File: src/rtl/vga_output_stage.sv
// vga_output_stage: 640x480@60 raster generator with pixel-state palette lookup.
// Sync, DataEnable and RGB leave one output register, delay-matched to the game core's latency.
module vga_output_stage #(
    parameter int H_DISPLAY     = 640,
    parameter int H_FRONT       = 16,
    parameter int H_SYNC        = 96,
    parameter int H_BACK        = 48,
    parameter int V_DISPLAY     = 480,
    parameter int V_FRONT       = 10,
    parameter int V_SYNC        = 2,
    parameter int V_BACK        = 33,
    parameter int CLK_DIV       = 2,
    parameter int STATE_LATENCY = 1
) (
    input  logic       i_Clk,
    input  logic       i_Rst,
    input  logic [2:0] i_PixelState,
    output logic       o_PixEn,
    output logic [9:0] o_PixelX,
    output logic [9:0] o_PixelY,
    output logic       o_HSync,
    output logic       o_VSync,
    output logic       o_DataEnable,
    output logic [3:0] o_Red,
    output logic [3:0] o_Green,
    output logic [3:0] o_Blue,
    output logic       o_FrameTick
);
    localparam int H_TOTAL = H_DISPLAY + H_FRONT + H_SYNC + H_BACK;
    localparam int V_TOTAL = V_DISPLAY + V_FRONT + V_SYNC + V_BACK;

    localparam logic [9:0] H_LAST   = 10'(H_TOTAL - 1);
    localparam logic [9:0] H_ACT    = 10'(H_DISPLAY);
    localparam logic [9:0] HS_FIRST = 10'(H_DISPLAY + H_FRONT);
    localparam logic [9:0] HS_LAST  = 10'(H_DISPLAY + H_FRONT + H_SYNC - 1);
    localparam logic [9:0] V_LAST   = 10'(V_TOTAL - 1);
    localparam logic [9:0] V_ACT    = 10'(V_DISPLAY);
    localparam logic [9:0] VS_FIRST = 10'(V_DISPLAY + V_FRONT);
    localparam logic [9:0] VS_LAST  = 10'(V_DISPLAY + V_FRONT + V_SYNC - 1);
    localparam logic [1:0] DIV_LAST = 2'(CLK_DIV - 1);

    logic [1:0]               divCnt;
    logic                     pixEn;
    logic [9:0]               hCnt;
    logic [9:0]               vCnt;
    logic                     active;
    logic                     hsN;
    logic                     vsN;
    logic [STATE_LATENCY-1:0] activePipe;
    logic [STATE_LATENCY-1:0] hsPipe;
    logic [STATE_LATENCY-1:0] vsPipe;
    logic [11:0]              paletteRgb;

    // Gated by reset so the strobe is low while held in reset, even with CLK_DIV=1.
    assign pixEn = (divCnt == DIV_LAST) && !i_Rst;

    always_ff @(posedge i_Clk) begin
        if (i_Rst) begin
            divCnt <= '0;
        end else if (divCnt == DIV_LAST) begin
            divCnt <= '0;
        end else begin
            divCnt <= divCnt + 2'd1;
        end
    end

    always_ff @(posedge i_Clk) begin
        if (i_Rst) begin
            hCnt <= '0;
            vCnt <= '0;
        end else if (pixEn) begin
            if (hCnt == H_LAST) begin
                hCnt <= '0;
                vCnt <= (vCnt == V_LAST) ? 10'd0 : vCnt + 10'd1;
            end else begin
                hCnt <= hCnt + 10'd1;
            end
        end
    end

    always_comb begin
        active = (hCnt < H_ACT) && (vCnt < V_ACT);
        hsN    = !((hCnt >= HS_FIRST) && (hCnt <= HS_LAST));
        vsN    = !((vCnt >= VS_FIRST) && (vCnt <= VS_LAST));
    end

    // Flags travel alongside the coordinate so they meet the returned pixel state.
    always_ff @(posedge i_Clk) begin
        if (i_Rst) begin
            activePipe <= '0;
            hsPipe     <= '1;
            vsPipe     <= '1;
        end else if (pixEn) begin
            activePipe[0] <= active;
            hsPipe[0]     <= hsN;
            vsPipe[0]     <= vsN;
            for (int i = 1; i < STATE_LATENCY; i++) begin
                activePipe[i] <= activePipe[i-1];
                hsPipe[i]     <= hsPipe[i-1];
                vsPipe[i]     <= vsPipe[i-1];
            end
        end
    end

    always_comb begin
        paletteRgb = 12'hF0F;
        case (i_PixelState)
            3'b000:  paletteRgb = 12'h000;
            3'b001:  paletteRgb = 12'hFFF;
            3'b010:  paletteRgb = 12'hFF0;
            3'b011:  paletteRgb = 12'hF00;
            3'b100:  paletteRgb = 12'h0AF;
            default: paletteRgb = 12'hF0F;
        endcase
    end

    always_ff @(posedge i_Clk) begin
        if (i_Rst) begin
            o_HSync                   <= 1'b1;
            o_VSync                   <= 1'b1;
            o_DataEnable              <= 1'b0;
            {o_Red, o_Green, o_Blue}  <= 12'h000;
        end else if (pixEn) begin
            o_HSync      <= hsPipe[STATE_LATENCY-1];
            o_VSync      <= vsPipe[STATE_LATENCY-1];
            o_DataEnable <= activePipe[STATE_LATENCY-1];
            if (activePipe[STATE_LATENCY-1]) begin
                {o_Red, o_Green, o_Blue} <= paletteRgb;
            end else begin
                {o_Red, o_Green, o_Blue} <= 12'h000;
            end
        end
    end

    assign o_PixEn     = pixEn;
    assign o_PixelX    = hCnt;
    assign o_PixelY    = vCnt;
    assign o_FrameTick = pixEn && (hCnt == 10'd0) && (vCnt == V_ACT);

endmodule

File: config.mk
export PLATFORM = sky130hd
export DESIGN_NAME = vga_output_stage
export DESIGN_NICKNAME = d
export VERILOG_FILES = /design/src/rtl/vga_output_stage.sv
export SDC_FILE = /design/constraint.sdc
export NUM_CORES = 1
export LEC_CHECK = 0
export ABC_AREA = 1
export ABC_CLOCK_PERIOD_IN_PS = 1900
export BUFFER_PORTS_ARGS = -buffer_cell sky130_fd_sc_hd__buf_2
export CORE_MARGIN = 5
export CORE_UTILIZATION = 34
export CTS_BUF_LIST = sky130_fd_sc_hd__clkbuf_4
export CTS_CLUSTER_SIZE = 16
export DETAILED_ROUTE_END_ITERATION = 8
export PLACE_DENSITY = 0.62
export SYNTH_ARGS = -nofsm -noshare
export SYNTH_HDL_FRONTEND = slang
export SYNTH_SLANG_ARGS = --single-unit
File: constraint.sdc
create_clock -name i_Clk -period 1.9 [get_ports i_Clk]
set_input_delay 0.095 -clock i_Clk [delete_from_list [all_inputs] [get_ports i_Clk]]
set_output_delay 0.095 -clock i_Clk [all_outputs]
set_load 0.02 [all_outputs]
==> results.json, run 1 <==
{
  "status": "complete, no violations",
  "cts_tree": "built",
  "worstHoldPathType": "in -> reg",
  "nets": 316,
  "num_vias": 1763,
  "post-cts-setup-buffers": 0,
  "worstPathCellList": "inv_1 -> ha_1 -> nand2_1 -> nor3_1 -> nand3_1 -> nor3_2 -> buf_4",
  "critPathCaptureType": "primary output",
  "clock_path_buffers": 2,
  "ioPinCount": 42,
  "syn2layout_area_growth_pct": 19.3,
  "rows": 26,
  "grt_use_total_pct": 14.6,
  "fin_crit_sh_pct": 90.3,
  "slowest_stage": "dfxtp_1",
  "ant_nets": 0,
  "hpwl_mm": 3.44,
  "maxSlewHeadroom_pct": 76.3,
  "clk_latency_ns": 0.34,
  "finalMaxSlewViolations": 0,
  "drtIter0Drc": 81,
  "chipWidth_um": 81.5,
  "final_common_cell": "nand2_1",
  "p_per_area_nw_per_um2": 653,
  "setup_violations": 0,
  "hold_buffers": 0,
  "syn_area_um2": 1740,
  "worst-path-max-fanout": 5,
  "final_cell_mix": "58 x nand2_1, 46 x nor2_1, 40 x buf_2",
  "dr.pass1.iters": 5,
  "overflow": 0,
  "nFillCells": 565,
  "syn_nets": 277,
  "ys_ff_latch": 32,
  "antenna_found_initial": 0,
  "min_period_ns": 1.72,
  "synth_cell_types": 23,
  "drive_gt1_share_pct": 20.5,
  "setup-tns-final_ns": 0,
  "cts_max_level": 2,
  "start_util_pct": 34.5,
  "grt_max_degree": 14,
  "tightest_slew_ns": 0.353,
  "cpPeakStageDelay_ns": 0.37,
  "detail_route.wl_per_cell_um": 11.8,
  "crit_family": "simple AND/OR/NAND/NOR gates",
  "die_h_um": 81.5,
  "syn_area_per_cell_um2": 6.52,
  "netlist_instances": 267,
  "antenna_cells": 0,
  "first_global_vias": 1641,
  "peakVddDrop_v": 0.000322,
  "crit_type": "reg -> out",
  "fin_skew_ns": 0.0109,
  "cts_sinks": 32,
  "multiInputGateArea_um2": 900,
  "rsz0062_at_grt": "false",
  "regArea_um2": 641,
  "startpoint_type": "flop",
  "rrSetupSlack_ns": 0.30,
  "max_freq_ghz": 0.583,
  "core_area_um2": 5040,
  "max-cap-violations": 0,
  "drc_errors": 0,
  "dieArea_um2": 6650,
  "vias_per_cell": 4.68,
  "wl_mm": 4.45,
  "place_congestion": 0.853,
  "worst-path-buf-inv": 2,
  "hold_viol_final": 0,
  "synth-warning-count": 0,
  "leakage_nw": 1.03,
  "numCtsBuffers": 5,
  "required_ns": 1.80,
  "portBuffers": 41,
  "power.total_mw": 1.36,
  "path_clk_slew_ns": 0.11,
  "yosysSeqAreaShare_pct": 36.8,
  "crit_arrival_ns": 1.62,
  "root_buffer": "clkbuf_4",
  "grt_pass1_wl_mm": 7.54
}
==> logic make-up (layout without fill, tap and decap cells) <==
logic type | count (synthesis) | after routing | synth area share [%]
compound gates | 19 | 19 | 5.97
fa+ha+maj | 5 | 5 | 3.59
buf+inv | 51 | 91 | 12.9
flops | 32 | 32 | 36.8
simple gates | 160 | 160 | 40.8
==> cell type report <==
type	count	area share, %
Clock buffer	5	1.81
Clock inverter	3	2.05
Inverter	41	7.41
Multi-Input combinational cell	184	43.3
Sequential cell	32	30.8
Tap cell	70	4.22
Timing Repair Buffer	42	10.4
==> Yosys cell counts <==
| master | number | area share, % |
|---|---|---|
| a21boi_0 | 1 | 0.43 |
| a21oi_1 | 6 | 1.7 |
| buf_2 | 2 | 0.58 |
| buf_4 | 8 | 3.5 |
| dfxtp_1 | 32 | 37 |
| ha_1 | 5 | 3.6 |
| inv_1 | 38 | 8.2 |
| inv_2 | 3 | 0.65 |
| nand2_1 | 58 | 13 |
| nand2_2 | 3 | 1.1 |
| nand3_1 | 30 | 8.6 |
| nand3_2 | 1 | 0.58 |
| nand3b_1 | 1 | 0.43 |
| nand4_1 | 5 | 1.8 |
| nor2_1 | 46 | 9.9 |
| nor2_2 | 1 | 0.36 |
| nor2_4 | 1 | 0.65 |
| nor3_1 | 12 | 3.5 |
| nor3_4 | 1 | 0.93 |
| nor3b_1 | 1 | 0.43 |
| o21ai_0 | 8 | 2.3 |
| o21bai_1 | 1 | 0.43 |
| o22ai_1 | 3 | 1.1 |
==> path summary, 6_finish.rpt <==
check | start | endpoint | cells past startpoint
worst min-delay path | i_PixelState[2] | o_Blue[2] | 3
worst max register to register | divCnt[1] | o_PixelY[2] | 9
worst min register to register | divCnt[0] | divCnt[0] | 1
worst max-delay path | o_PixelY[1] | o_FrameTick | 7
==> metal layers <==
layer / global-route usage, % / part of all wire (%)
met5: 0 / 0
met4: 6.25 / 2.4
met1: 19.0 / 45
met2: 22.8 / 46
met3: 3.40 / 6.3
==> registers in the layout (all words and copies together), names as in the netlist <==
signal and flops:
hsPipe 1, o_VSync 1, o_Red 1, o_PixelX 10, vsPipe 1, divCnt 2
o_Green 2, o_PixelY 10, o_HSync 1, o_DataEnable 1, o_Blue 1, activePipe 1
==> worst register-to-register path: stages, from the launching register on <==
cell and delay (ns):
dfxtp_1 0.32, inv_1 0.05, ha_2 0.22, inv_2 0.09, nor2_4 0.19, nand3_2 0.16
nand2_2 0.23, nand2_2 0.14, nand2_1 0.09, nor2_1 0.04
==> stage by stage <==
| stage | instances | area, um2 | setup slack, ns | util, % | hold WS, ns |
|---|---|---|---|---|---|
| 2_1_floorplan | 267 | 1740 | 0.425 | - | 0.167 |
| 3_3_place_gp | 369 | 1970 | 0.334 | 39.1 | 0.366 |
| 3_5_place_dp | 369 | 1970 | 0.298 | 39.1 | 0.366 |
| 4_1_cts | 377 | 2060 | 0.0219 | 40.8 | 0.00160 |
| 5_1_grt | 377 | 2080 | 0.00665 | 41.2 | 0.0210 |
| 6_report | 377 | 2080 | 0.185 | 41.2 | 0.00812 |
==> report_power, final <==
group	total (mW)	switching [mW]	internal, mW
registers	0.695	0.00900	0.686
clock network	0.532	0.258	0.274
logic	0.129	0.0890	0.0400
==> timing repair <==
action                                 4_1_cts  5_1_grt
resized for setup                            1        5
setup endpoints to repair                    1        1
endpoints found under the hold margin        0        0
Note: power is estimated with default switching activity, not from simulation.
==> inputs of run 2 (changes only) <==
--- a/config.mk
+++ b/config.mk
@@ -13,6 +13,7 @@
 export CTS_BUF_LIST = sky130_fd_sc_hd__clkbuf_4
 export CTS_CLUSTER_SIZE = 16
 export DETAILED_ROUTE_END_ITERATION = 8
+export GPL_TIMING_DRIVEN = 0
 export PLACE_DENSITY = 0.62
 export SYNTH_ARGS = -nofsm -noshare
 export SYNTH_HDL_FRONTEND = slang
==> run 2 against run 1 <==
  * Clock-buffer cell count grew 1
  * Via count shrank 0.11%
  * Die area is the same
  * Core utilization grew 0.94 points
  * Clock power shrank 29%
  * Worst hold slack gained 0.049 ns
  * Cell count grew 2.4%
  * First-iteration DRC count grew 15%
  * Global-route usage shrank 0.44 points
==> results.json, run 2 (synthesis results as in run 1) <==
{
  "worst-path-buf-inv": 2,
  "finalMaxSlewViolations": 0,
  "numCtsBuffers": 5,
  "cts_max_level": 2,
  "final_cell_count_no_fill": 386,
  "drc_errors": 0,
  "min_period_ns": 1.73,
  "cts_tree": "built",
  "crit_type": "reg -> out",
  "fin_crit_sh_pct": 91.2,
  "start_util_pct": 34.5,
  "syn2layout_area_growth_pct": 22.1,
  "seqPwrFrac_pct": 57.4,
  "critPathCaptureType": "primary output",
  "cpPeakStageDelay_ns": 0.36,
  "crit_path_start": "o_PixelY[0]",
  "vias_per_cell": 4.56,
  "status": "complete, no violations",
  "setup_violations": 0,
  "chipWidth_um": 81.5,
  "rows": 26,
  "portBuffers": 41,
  "power.switching_mw": 0.329,
  "fin_skew_ns": 0.00486,
  "place_congestion": 0.856,
  "dp.cells": 378,
  "pwr-share-clk_pct": 31.3,
  "setup-tns-final_ns": 0,
  "root_buffer": "clkbuf_4",
  "grt_max_degree": 11,
  "min_from": "i_Rst",
  "max-cap-violations": 0,
  "antenna_cells": 0,
  "route.top_layer_used": "met4",
  "worstHoldPathType": "in -> reg",
  "slowest_stage": "dfxtp_1",
  "core_area_um2": 5040,
  "worst-path-max-fanout": 5,
  "startpoint_type": "flop",
  "first_global_vias": 1581,
  "leakage_nw": 1.08,
  "hold_viol_final": 0,
  "post-cts-setup-buffers": 0,
  "final_cell_mix": "58 x nand2_1, 46 x nor2_1, 43 x buf_2",
  "dr.pass1.iters": 4,
  "r2r-start": "divCnt[0]",
  "ant_nets": 0,
  "die_h_um": 81.5,
  "worstPathCellList": "inv_1 -> ha_2 -> nand2_1 -> nor3_1 -> nand3_1 -> nor3_2 -> buf_2",
  "nets": 326,
  "dp_slack_ns": 0.206,
  "rsz0062_at_grt": "false",
  "fin_hold_ws_ns": 0.0567,
  "p_per_area_nw_per_um2": 570,
  "crit_family": "simple AND/OR/NAND/NOR gates",
  "p_int_mw": 0.883,
  "dr_wl_met3_um": 263,
  "met1Wirelength_mm": 2.01,
  "cts_sinks": 32,
  "ioPinCount": 42,
  "maxSlewHeadroom_pct": 80.2,
  "tightest_slew_ns": 0.295,
  "overflow": 0,
  "crit_arrival_ns": 1.64,
  "drive_gt1_share_pct": 22.8,
  "detail_route.wl_per_cell_um": 11.1,
  "grt_pass1_wl_mm": 7.24,
  "max_freq_ghz": 0.577,
  "clk_latency_ns": 0.33,
  "num_vias": 1761,
  "antenna_found_initial": 0,
  "peakVddDrop_v": 0.000220,
  "path_clk_slew_ns": 0.09,
  "drtIter0Drc": 93,
  "grt_use_total_pct": 14.1,
  "nFillCells": 560,
  "clock_path_buffers": 2,
  "final_common_cell": "nand2_1",
  "required_ns": 1.80,
  "worst_slack_ns": 0.167,
  "met2_length_mm": 1.89,
  "pwr-share-comb_pct": 11.3,
  "wl_mm": 4.27,
  "dieArea_um2": 6650,
  "swShare_pct": 27.1,
  "hpwl_mm": 3.33
}
## run 2: cell count changes in the layout (fill, tap and decap cells not counted)
cell / before / now
dlygate4sd3_1: 0 / 1
nand2_4: 1 / 2
clkbuf_4: 5 / 6
ha_1: 4 / 3
buf_2: 40 / 43
clkinvlp_4: 1 / 0
bufinv_16: 1 / 0
ha_2: 1 / 2
nand2_2: 2 / 1
buf_4: 2 / 8
## run 2: power by group through the flow
stage	Sequential, mW	Combinational, mW	Clock [mW]
after floorplan	0.718	0.0820	0
after global placement	0.711	0.128	0
after detailed placement	0.712	0.132	0
after CTS	0.696	0.134	0.403
after global routing	0.698	0.154	0.435
final	0.695	0.137	0.379
## run 2: what timing repair did
action,in CTS,in global routing
gates resized for setup,1,6
setup endpoints to repair,1,1
hold endpoints to repair,1,0
hold buffers,1,0
## run 2: worst paths after layout
kind	to	slack, ns	cells after the start
worst max-delay path	o_FrameTick	0.17	7
worst min-delay path	o_PixelX[7]	0.06	2
worst max register to register	o_PixelY[2]	0.27	8
worst min register to register	divCnt[0]	0.43	1
## run 2: cell type report
type                    count  area (um2)  area share [%]
well taps                  70        87.6            4.12
multi-input cells         184         907            42.7
inverters                  41         154            7.24
repair buffers             42         215            10.1
plain buffers              10        70.1            3.30
flip-flops and latches     32         641            30.2
clock inverters             1        5.00           0.236
clock buffers               6        45.0            2.12
## run 2: stage by stage
step           util [%]  total power, mW  area (um2)
6_report           42.1             1.21        2120
5_1_grt            42.1             1.29        2120
4_1_cts            41.6             1.23        2100
3_5_place_dp       40.3            0.843        2030
3_3_place_gp       40.3            0.839        2030
2_1_floorplan         -            0.800        1740
## run 2: layer usage
metal / global-route usage, % / up-vias
met2: 21.9 / 43
met5: 0 / -
met4: 7.60 / 0
li1: - / 933
met1: 17.8 / 776
met3: 3.62 / 9
==> inputs of run 3 (changes only) <==
--- a/config.mk
+++ b/config.mk
@@ -6,15 +6,14 @@
 export NUM_CORES = 1
 export LEC_CHECK = 0
 export ABC_AREA = 1
-export ABC_CLOCK_PERIOD_IN_PS = 1900
 export BUFFER_PORTS_ARGS = -buffer_cell sky130_fd_sc_hd__buf_2
-export CORE_MARGIN = 5
-export CORE_UTILIZATION = 34
+export CORE_MARGIN = 1
+export CORE_UTILIZATION = 25
 export CTS_BUF_LIST = sky130_fd_sc_hd__clkbuf_4
 export CTS_CLUSTER_SIZE = 16
 export DETAILED_ROUTE_END_ITERATION = 8
 export GPL_TIMING_DRIVEN = 0
-export PLACE_DENSITY = 0.62
+export PLACE_DENSITY = 0.5
 export SYNTH_ARGS = -nofsm -noshare
 export SYNTH_HDL_FRONTEND = slang
 export SYNTH_SLANG_ARGS = --single-unit
==> run 3 against run 2 <==
  * Largest power group unchanged
  * Cell count increased by 2.6%
  * Critical endpoint unchanged
  * Sequential share of layout area increased by 0.15 points
  * Largest cell class unchanged
  * Critical path type unchanged
  * Sequential power is essentially flat
  * Combinational power is 5% lower
==> results.json, run 3 (synthesis results as in run 1) <==
{
  "crit_type": "reg -> out",
  "ant_nets": 0,
  "power.total_mw": 1.23,
  "min_period_ns": 1.77,
  "worstPathCellList": "ha_1 -> nand2_2 -> nor3_2 -> nand3_1 -> nor3_2 -> buf_4",
  "post-cts-setup-buffers": 0,
  "grt_max_degree": 11,
  "antenna_found_initial": 0,
  "portBuffers": 41,
  "dr.pass1.iters": 4,
  "clk_latency_ns": 0.33,
  "fin_hold_ws_ns": 0.0287,
  "antenna_cells": 0,
  "fin_crit_sh_pct": 93.0,
  "cts_tree": "built",
  "path_clk_slew_ns": 0.10,
  "crit_top_cell": "nor3_2",
  "startpoint_type": "flop",
  "tightest_slew_ns": 0.336,
  "chipWidth_um": 85.4,
  "die_h_um": 85.4,
  "start_util_pct": 25.8,
  "rsz0062_at_grt": "true",
  "root_buffer": "clkbuf_4",
  "core_area_um2": 6760,
  "rrSetupSlack_ns": 0.19,
  "peakVddDrop_v": 0.000189,
  "crit_arrival_ns": 1.67,
  "hold_viol_final": 0,
  "max-cap-violations": 0,
  "critPathCaptureType": "primary output",
  "slowest_stage": "dfxtp_1",
  "vias_per_cell": 4.52,
  "cts_sinks": 32,
  "grt_pass1_wl_mm": 7.52,
  "cts_max_level": 2,
  "worstHoldPathType": "in -> reg",
  "setup_violations": 0,
  "final_util_pct": 31.4,
  "max_freq_ghz": 0.566,
  "clock_path_buffers": 2,
  "num_vias": 1788,
  "worst-path-max-fanout": 8,
  "drtIter0Drc": 62,
  "p_per_area_nw_per_um2": 579,
  "finalMaxSlewViolations": 0,
  "final_cell_mix": "58 x nand2_1, 46 x nor2_1, 42 x buf_2",
  "first_global_vias": 1705,
  "hpwl_mm": 3.41,
  "numCtsBuffers": 5,
  "rows": 30,
  "detail_route.wl_per_cell_um": 11.1,
  "ioPinCount": 42,
  "place_congestion": 0.825,
  "fin_skew_ns": 0.00547,
  "maxSlewHeadroom_pct": 77.5,
  "drc_errors": 0,
  "dieArea_um2": 7300,
  "required_ns": 1.80,
  "status": "complete, no violations",
  "final_common_cell": "nand2_1",
  "grt_use_total_pct": 13.0,
  "leakage_nw": 1.07,
  "nets": 325,
  "drive_gt1_share_pct": 22.8,
  "setup-tns-final_ns": 0,
  "nFillCells": 793,
  "wl_mm": 4.39,
  "cpPeakStageDelay_ns": 0.35,
  "syn2layout_area_growth_pct": 21.7,
  "overflow": 0,
  "fin_area_um2": 2120,
  "place_area_um2": 2050
}
==> run 3: final cells by class <==
| class | instances | area [um2] | share of cell area (%) |
|---|---|---|---|
| Multi-Input combinational cell | 184 | 888 | 41.9 |
| Sequential cell | 32 | 642 | 30.3 |
| Timing Repair Buffer | 41 | 208 | 9.81 |
| Inverter | 41 | 154 | 7.27 |
| Tap cell | 80 | 100 | 4.73 |
| Buffer | 10 | 70.1 | 3.31 |
| Clock buffer | 7 | 52.6 | 2.48 |
| Clock inverter | 1 | 3.75 | 0.177 |
==> run 3: power by group <==
part	internal (mW)	leakage [nW]	switching, mW
Sequential	0.686	0.259	0.00898
Clock	0.171	0.0338	0.231
Combinational	0.0426	0.780	0.0877
==> run 3: metal layers <==
layer | up-vias | routed length (um) | track usage, %
li1 | 938 | - | -
met5 | - | 0 | 0
met4 | 0 | 78 | 5.91
met3 | 7 | 245 | 3.11
met1 | 798 | 2100 | 16.2
met2 | 45 | 1970 | 21.3
==> run 3: final timing paths <==
check | from | to | depth (start not counted)
max | divCnt[0] | o_FrameTick | 6
min | i_PixelState[2] | o_Blue[2] | 3
max reg2reg | divCnt[0] | o_PixelY[2] | 8
min reg2reg | divCnt[0] | divCnt[0] | 1
==> run 3: worst max-delay path, delay by kind of cell, from the launching register on <==
kind                       cells  cell delay (ns)
DFF                            1             0.35
buffers and inverters          1             0.17
adders and majority gates      1             0.23
and+or+nand+nor                4             0.60
==> run 3: through the flow <==
stage                     setup slack (ns)  std cells
final                                0.133        396
after global routing              -0.00279        396
after CTS                          0.00373        396
after detailed placement             0.194        388
after global placement               0.173        388
after floorplan                      0.425        267
==> run 3: repair_timing <==
item                       CTS  global route
hold buffers                 0             0
resized for setup            0             5
setup endpoints to repair    0             1
